$ cat config.mk
export PLATFORM = sky130hd
export DESIGN_NAME = ripple_add_sub
export DESIGN_NICKNAME = d
export VERILOG_FILES = /design/src/rtl/ripple_add_sub_pkg.sv /design/src/rtl/ripple_add_sub_full_adder.sv /design/src/rtl/ripple_add_sub.sv
export SDC_FILE = /design/constraint.sdc
export NUM_CORES = 1
export LEC_CHECK = 0
export CELL_PAD_IN_SITES_DETAIL_PLACEMENT = 0
export CELL_PAD_IN_SITES_GLOBAL_PLACEMENT = 2
export CORE_MARGIN = 2
export CORE_UTILIZATION = 24
export CTS_CLUSTER_SIZE = 28
export DETAILED_ROUTE_END_ITERATION = 10
export HOLD_SLACK_MARGIN = 0.05
export PLACE_DENSITY_LB_ADDON = 0.1
export SYNTH_ARGS = -nofsm -noshare
export SYNTH_HDL_FRONTEND = slang
export SYNTH_HIERARCHICAL = 1
export SYNTH_SLANG_ARGS = --single-unit
$ cat constraint.sdc
create_clock -name clk -period 0.98 [get_ports clk]
set_clock_uncertainty 0.05 [all_clocks]
set_input_delay 0.098 -clock clk [delete_from_list [all_inputs] [get_ports clk]]
set_output_delay 0.098 -clock clk [all_outputs]
set_load 0.02 [all_outputs]
$ cat src/rtl/ripple_add_sub_pkg.sv
// Shared constants for the ripple-carry adder/subtractor.
package ripple_add_sub_pkg;

  localparam int   DEF_WIDTH = 4;
  localparam logic MODE_ADD  = 1'b0;
  localparam logic MODE_SUB  = 1'b1;

  // Pipeline depth from operand capture to registered result.
  localparam int   STAGES    = 1;

endpackage

$ cat src/rtl/ripple_add_sub_full_adder.sv
// Single-bit full adder; one link of the ripple chain.
module full_adder (
  input  logic a,
  input  logic b,
  input  logic cin,
  output logic sum,
  output logic cout
);

  assign sum  = a ^ b ^ cin;
  assign cout = (a & b) | (a & cin) | (b & cin);

endmodule

$ cat src/rtl/ripple_add_sub.sv
// WIDTH-bit ripple-carry add/subtract with one registered result stage.
module ripple_add_sub
  import ripple_add_sub_pkg::*;
#(
  parameter int WIDTH = DEF_WIDTH
) (
  input  logic             clk,
  input  logic             rst_n,
  input  logic             in_valid,
  input  logic [WIDTH-1:0] a,
  input  logic [WIDTH-1:0] b,
  input  logic             c,
  output logic             out_valid,
  output logic [WIDTH-1:0] s,
  output logic             cout,
  output logic             ovf
);

  typedef struct packed {
    logic [WIDTH-1:0] s;
    logic             cout;
    logic             ovf;
  } res_t;

  logic [WIDTH-1:0] bi;
  logic [WIDTH-1:0] sum;
  logic [WIDTH:0]   carry;
  res_t             res_d;
  res_t             res_q;
  logic [STAGES:0]  vld_pipe;

  // Subtract is A + ~B + 1: invert B and feed the mode bit in as carry.
  assign bi       = b ^ {WIDTH{c == MODE_SUB}};
  assign carry[0] = (c == MODE_SUB);

  for (genvar i = 0; i < WIDTH; i++) begin : g_fa
    full_adder u_fa (
      .a    (a[i]),
      .b    (bi[i]),
      .cin  (carry[i]),
      .sum  (sum[i]),
      .cout (carry[i+1])
    );
  end

  assign res_d.s    = sum;
  assign res_d.cout = carry[WIDTH];
  assign res_d.ovf  = carry[WIDTH] ^ carry[WIDTH-1];

  assign vld_pipe[0] = in_valid;

  always_ff @(posedge clk or negedge rst_n) begin
    if (!rst_n) begin
      res_q            <= '0;
      vld_pipe[STAGES] <= 1'b0;
    end else begin
      vld_pipe[STAGES] <= vld_pipe[0];
      // Result holds while idle so downstream can keep reading it.
      if (vld_pipe[0]) res_q <= res_d;
    end
  end

  assign out_valid = vld_pipe[STAGES];
  assign s         = res_q.s;
  assign cout      = res_q.cout;
  assign ovf       = res_q.ovf;

endmodule

==> results.cfg, run 1 <==
[synthesis]
synth_top_family_by_area = adder cells
ys_types = 8
ys_ff_latch = 7
synthCells = 24
syn-num-nets = 40
ys_seq_area_share_pct = 44.4
syn_area_um2 = 394
synth_xor_area_share_pct = 11.1
ys_warn_count = 6
yosys.area_share.simple_pct = 0.952
synthMuxAreaShare_pct = 19.0
synth_compound_area_share_pct = 1.27
synth.avg_cell_area_um2 = 16.4
synth_fa_ha_area_share_pct = 20.3

[timing]
hold_viol_final = 0
final_max_slew_viol_count = 0
fin_crit_sh_pct = 208
setup_slack_ns = -1.06
tightest_slew_ns = 0.327
setup_violations = 6
relSlewSlack_pct = 78.1
max_freq_ghz = 0.490
rsz0062_at_grt = true
hold_ws_ns = 0.0687
layout_min_cycle_time_ns = 2.04

[die]
rows = 14
die_x_um = 44.5
ios = 19
dieArea_mm2 = 0.00198
die_h_um = 44.5
coreArea_mm2 = 0.00152
start_util_pct = 25.9

[clocking]
holdBufCountCts = 0
clock_tree.buffer_depth = 2
cts_tree = done
insertion_delay_ns = 0.24
cts.clk_slew.worst_paths_ns = 0.05
cts_sinks = 7
cts_buffers = 3
root_buffer = clkbuf_4
htree_levels = 1

[grt]
grt_pass1_vias = 334
met1_usage_pct = 8.21
busiest_layer = met2
met3_usage_pct = 2.86
grt-ovfl-total = 0
gr-usage-met2_pct = 17.1
grt_pass1_wl_mm = 1.25
grt_max_degree = 8
antenna_found_initial = 0
grt_usage_pct = 9.58

[critical_path]
crit_fanout = 2
crit_path_top_delay_cell = fa_2
crit_type = in2reg
cp_slowest_stage_delay_ns = 0.41
crit_chain = buf_6 -> xor2_2 -> fa_2 -> fa_2 -> fa_2 -> fa_2 -> mux2_4
crit_top_cell = fa_2
start_kind = input pin
critPathArrivalTime_ns = 2.12
cp.required_ns = 1.06
crit_path_end_kind = register

[detailed_routing]
drtIter0Drc = 0
routedWlPerCell_um = 10.9
ant_nets = 0
drt-pass1-iter-count = 1
vias = 276
drc_errors = 0
wirelength_um = 750
vias_per_cell = 4.00

[hold_path]
hp-class = in2async

[power]
ir_drop_v = 0.000510
p_per_area_mw_per_mm2 = 1730
p_leak_nw = 0.310

[status]
violations = setup timing
outcome = finished with violations

[placed_design]
dp_hpwl_um = 654
dp_slack_ns = -1.73
dpl_cell_area_um2 = 661
io_buffers = 18
gp_congestion = 0.613

[finish]
area_growth_pct = 70.5
drive_above_1_share_pct = 60.4
fin_area_um2 = 672
num_antenna_cells = 0
layout.nets = 70

[run]
drv_cap = 0
[final timing paths]
kind | from | endpoint | slack, ns | cells after the start
setup / recovery | b[0] | s[3]$_DFFE_PN0P_ | -1.06 | 7
hold / removal | rst_n | out_valid$_DFF_PN0_ | 0.07 | 1
setup reg to reg | s[3]$_DFFE_PN0P_ | s[3]$_DFFE_PN0P_ | 0.07 | 2
hold reg to reg | ovf$_DFFE_PN0P_ | ovf$_DFFE_PN0P_ | 0.46 | 2
max in group asynchronous | rst_n | s[1]$_DFFE_PN0P_ | 0.57 | 1
min in group clk | c | s[0]$_DFFE_PN0P_ | 0.37 | 4
[per-layer routing]
| layer | routed length, µm | up-vias |
|---|---|---|
| li1 | - | 135 |
| met1 | 296 | 125 |
| met2 | 388 | 14 |
| met3 | 46 | 2 |
| met4 | 19 | 0 |
| met5 | 0 | - |
[cells by family (layout without fill, tap and decap cells)]
logic type,Yosys count,count (layout)
AO/OA/AOI/OAI,1,1
multiplexers,5,5
buffers and inverters,1,30
AND/OR/NAND/NOR,1,1
flip-flops,7,7
XOR/XNOR,5,5
adder cells (fa/ha/maj),4,4
[cell type report]
type,instances,area [µm²]
fillers,137,852
multi-input cells,16,240
repair buffers,26,210
flip-flops and latches,7,175
clock buffers,4,26.3
well taps,16,20.0
[state kept, by name, indices dropped and copies added (netlist names)]
| name | count |
|---|---|
| s | 4 |
| cout | 1 |
| out_valid | 1 |
| ovf | 1 |
[synth_stat cells]
library cell / instances / share of area [%]
dfrtp_1: 7 / 44
mux2_4: 5 / 19
fa_1: 4 / 20
xor2_1: 4 / 8.9
a21oi_1: 1 / 1.3
buf_6: 1 / 2.9
nor2_1: 1 / 0.95
xnor2_1: 1 / 2.2
[timing repair]
action | 4_1_cts | 5_1_grt
pin swaps | 5 | 5
buffers inserted | 0 | 0
resized for setup | 44 | 1
setup endpoints to repair | 13 | 6
[report_power, final]
part / leakage (nW) / internal, mW / total, mW / switching (mW)
registers: 0.0812 / 0.360 / 0.390 / 0.0306
clock network: 0.0150 / 0.155 / 0.249 / 0.0945
logic: 0.214 / 0.298 / 0.526 / 0.228
total: 0.310 / 0.813 / 1.17 / 0.353
[per-stage QoR]
stage	total power [mW]	util, %	instances	TNS (ns)
after CTS	1.19	43.6	69	-4.78
after global routing	1.25	44.1	69	-4.37
after detailed placement	0.989	43.3	65	-8.84
after floorplan	0.664	-	24	-4.74
after global placement	0.971	43.3	65	-8.55
final	1.17	44.1	69	-4.17
[critical path: cells and delay by family]
| kind | cells | cell delay, ns |
|---|---|---|
| adders and majority gates | 4 | 1.49 |
| muxes | 1 | 0.26 |
| buffers and inverters | 1 | 0.10 |
| xor gates and xnor gates | 1 | 0.17 |
[layout by cell type, fill, tap and decap left out, types with 2 or more instances in the layout]
cell type        instances
dfrtp_1                  7
clkdlybuf4s50_1          7
buf_2                    7
buf_4                    7
mux2_4                   5
fa_2                     4
clkbuf_4                 3
buf_6                    3
xor2_1                   2
xor2_2                   2
No activity file was read; power rests on OpenSTA's default activity.
==> inputs of run 2 (changes only) <==
--- a/config.mk
+++ b/config.mk
@@ -13,6 +13,7 @@
 export DETAILED_ROUTE_END_ITERATION = 10
 export HOLD_SLACK_MARGIN = 0.05
 export PLACE_DENSITY_LB_ADDON = 0.1
+export SETUP_SLACK_MARGIN = 0.4
 export SYNTH_ARGS = -nofsm -noshare
 export SYNTH_HDL_FRONTEND = slang
 export SYNTH_HIERARCHICAL = 1
==> results.cfg, run 2 (synthesized netlist as in run 1, its figures left out) <==
[timing]
layout_min_cycle_time_ns = 2.04
rsz0062_at_grt = true
setup_violations = 6
hold_viol_final = 0
fin_crit_sh_pct = 208
relSlewSlack_pct = 77.9
final_max_slew_viol_count = 0
setup_slack_ns = -1.06
tightest_slew_ns = 0.330
max_freq_ghz = 0.490
hold_ws_ns = 0.0695

[placed_design]
gp_congestion = 0.613
io_buffers = 18
dpl_cell_area_um2 = 661
dp_hpwl_um = 654

[detailed_routing]
vias_per_cell = 4.04
routedWlPerCell_um = 10.9
drtIter0Drc = 0
vias = 283
drt-pass1-iter-count = 1
ant_nets = 0
wirelength_um = 761
drc_errors = 0

[clocking]
insertion_delay_ns = 0.24
cts.clk_slew.worst_paths_ns = 0.05
cts_buffers = 3
root_buffer = clkbuf_4
htree_levels = 1
cts_tree = done
holdBufCountCts = 0
cts_sinks = 7
clock_tree.buffer_depth = 2

[critical_path]
crit_type = in2reg
crit_path_end_kind = register
critPathArrivalTime_ns = 2.12
crit_fanout = 2
rr_worst_depth = 2
start_kind = input pin
cp.required_ns = 1.06

[finish]
multi_input_area_um2 = 240
area.sequential_um2 = 175
largest_register_ffs = 4
fin_area_um2 = 726
area_growth_pct = 84.1
layout_commonest_cell = buf_6
final_cell_mix = 11 x buf_6, 7 x dfrtp_1, 7 x buf_4
num_antenna_cells = 0
layout.nets = 71
fill_cells = 134
drive_above_1_share_pct = 61.1

[power]
p_per_area_mw_per_mm2 = 1760
ir_drop_v = 0.000529
p_leak_nw = 0.333

[grt]
grt_pass1_vias = 329
grt_usage_pct = 9.32
antenna_found_initial = 0
grt_max_degree = 8
grt_pass1_wl_mm = 1.21
grt-ovfl-total = 0

[status]
outcome = finished with violations
violations = setup timing

[die]
ios = 19
die_x_um = 44.5
die_h_um = 44.5
coreArea_mm2 = 0.00152
dieArea_mm2 = 0.00198
start_util_pct = 25.9
rows = 14

[hold_path]
hp-class = in2async

[run]
drv_cap = 0
[run 2: cell count changes in the layout (fill, tap and decap cells not counted)]
cell,before,now
buf_2,7,0
buf_6,3,11
dlygate4sd2_1,1,2
clkdlybuf4s50_1,7,6
[run 2: routing by layer]
| layer | vias up | global-route usage [%] | wire (µm) |
|---|---|---|---|
| li1 | 137 | - | - |
| met1 | 130 | 7.69 | 295 |
| met2 | 14 | 17.1 | 404 |
| met3 | 2 | 2.45 | 41 |
| met4 | 0 | 9.09 | 19 |
| met5 | - | 0 | 0 |
[run 2: path summary, 6_finish.rpt]
kind | to | startpoint | slack [ns]
worst max-delay path | s[3]$_DFFE_PN0P_ | b[0] | -1.06
worst min-delay path | out_valid$_DFF_PN0_ | rst_n | 0.07
worst max register to register | s[0]$_DFFE_PN0P_ | s[0]$_DFFE_PN0P_ | 0.05
worst min register to register | cout$_DFFE_PN0P_ | cout$_DFFE_PN0P_ | 0.50
max in group asynchronous | s[1]$_DFFE_PN0P_ | rst_n | 0.56
min in group clk | out_valid$_DFF_PN0_ | in_valid | 0.20
[run 2: cell type report]
type	count	share of cell area, %
tap	16	2.76
sequential	7	24.1
clock buffer	4	3.62
timing repair buffer	27	36.4
multi-input combinational	16	33.1
[run 2: power breakdown]
group | switching [mW] | internal (mW) | total, mW
Clock | 0.0950 | 0.155 | 0.250
Sequential | 0.0474 | 0.361 | 0.408
Combinational | 0.229 | 0.391 | 0.620
Total | 0.371 | 0.906 | 1.28
[run 2: stage by stage]
stage	setup slack (ns)	cells	power (mW)	TNS (ns)	utilization, %
after floorplan	-1.16	24	0.664	-4.74	-
after global placement	-1.69	65	0.971	-8.55	43.3
after detailed placement	-1.73	65	0.989	-8.84	43.3
after CTS	-1.23	69	1.29	-4.78	46.6
after global routing	-1.09	70	1.36	-4.37	47.6
final	-1.06	70	1.28	-4.17	47.6
[run 2: repair_timing]
action,CTS,global route
pin swaps,5,5
resized for setup,60,1
setup buffers,0,1
setup endpoints to repair,14,13
[run 2: critical path: stages]
cell	delay, ns
buf_6	0.10
xor2_2	0.17
fa_2	0.37
fa_2	0.35
fa_2	0.36
fa_2	0.41
mux2_4	0.26
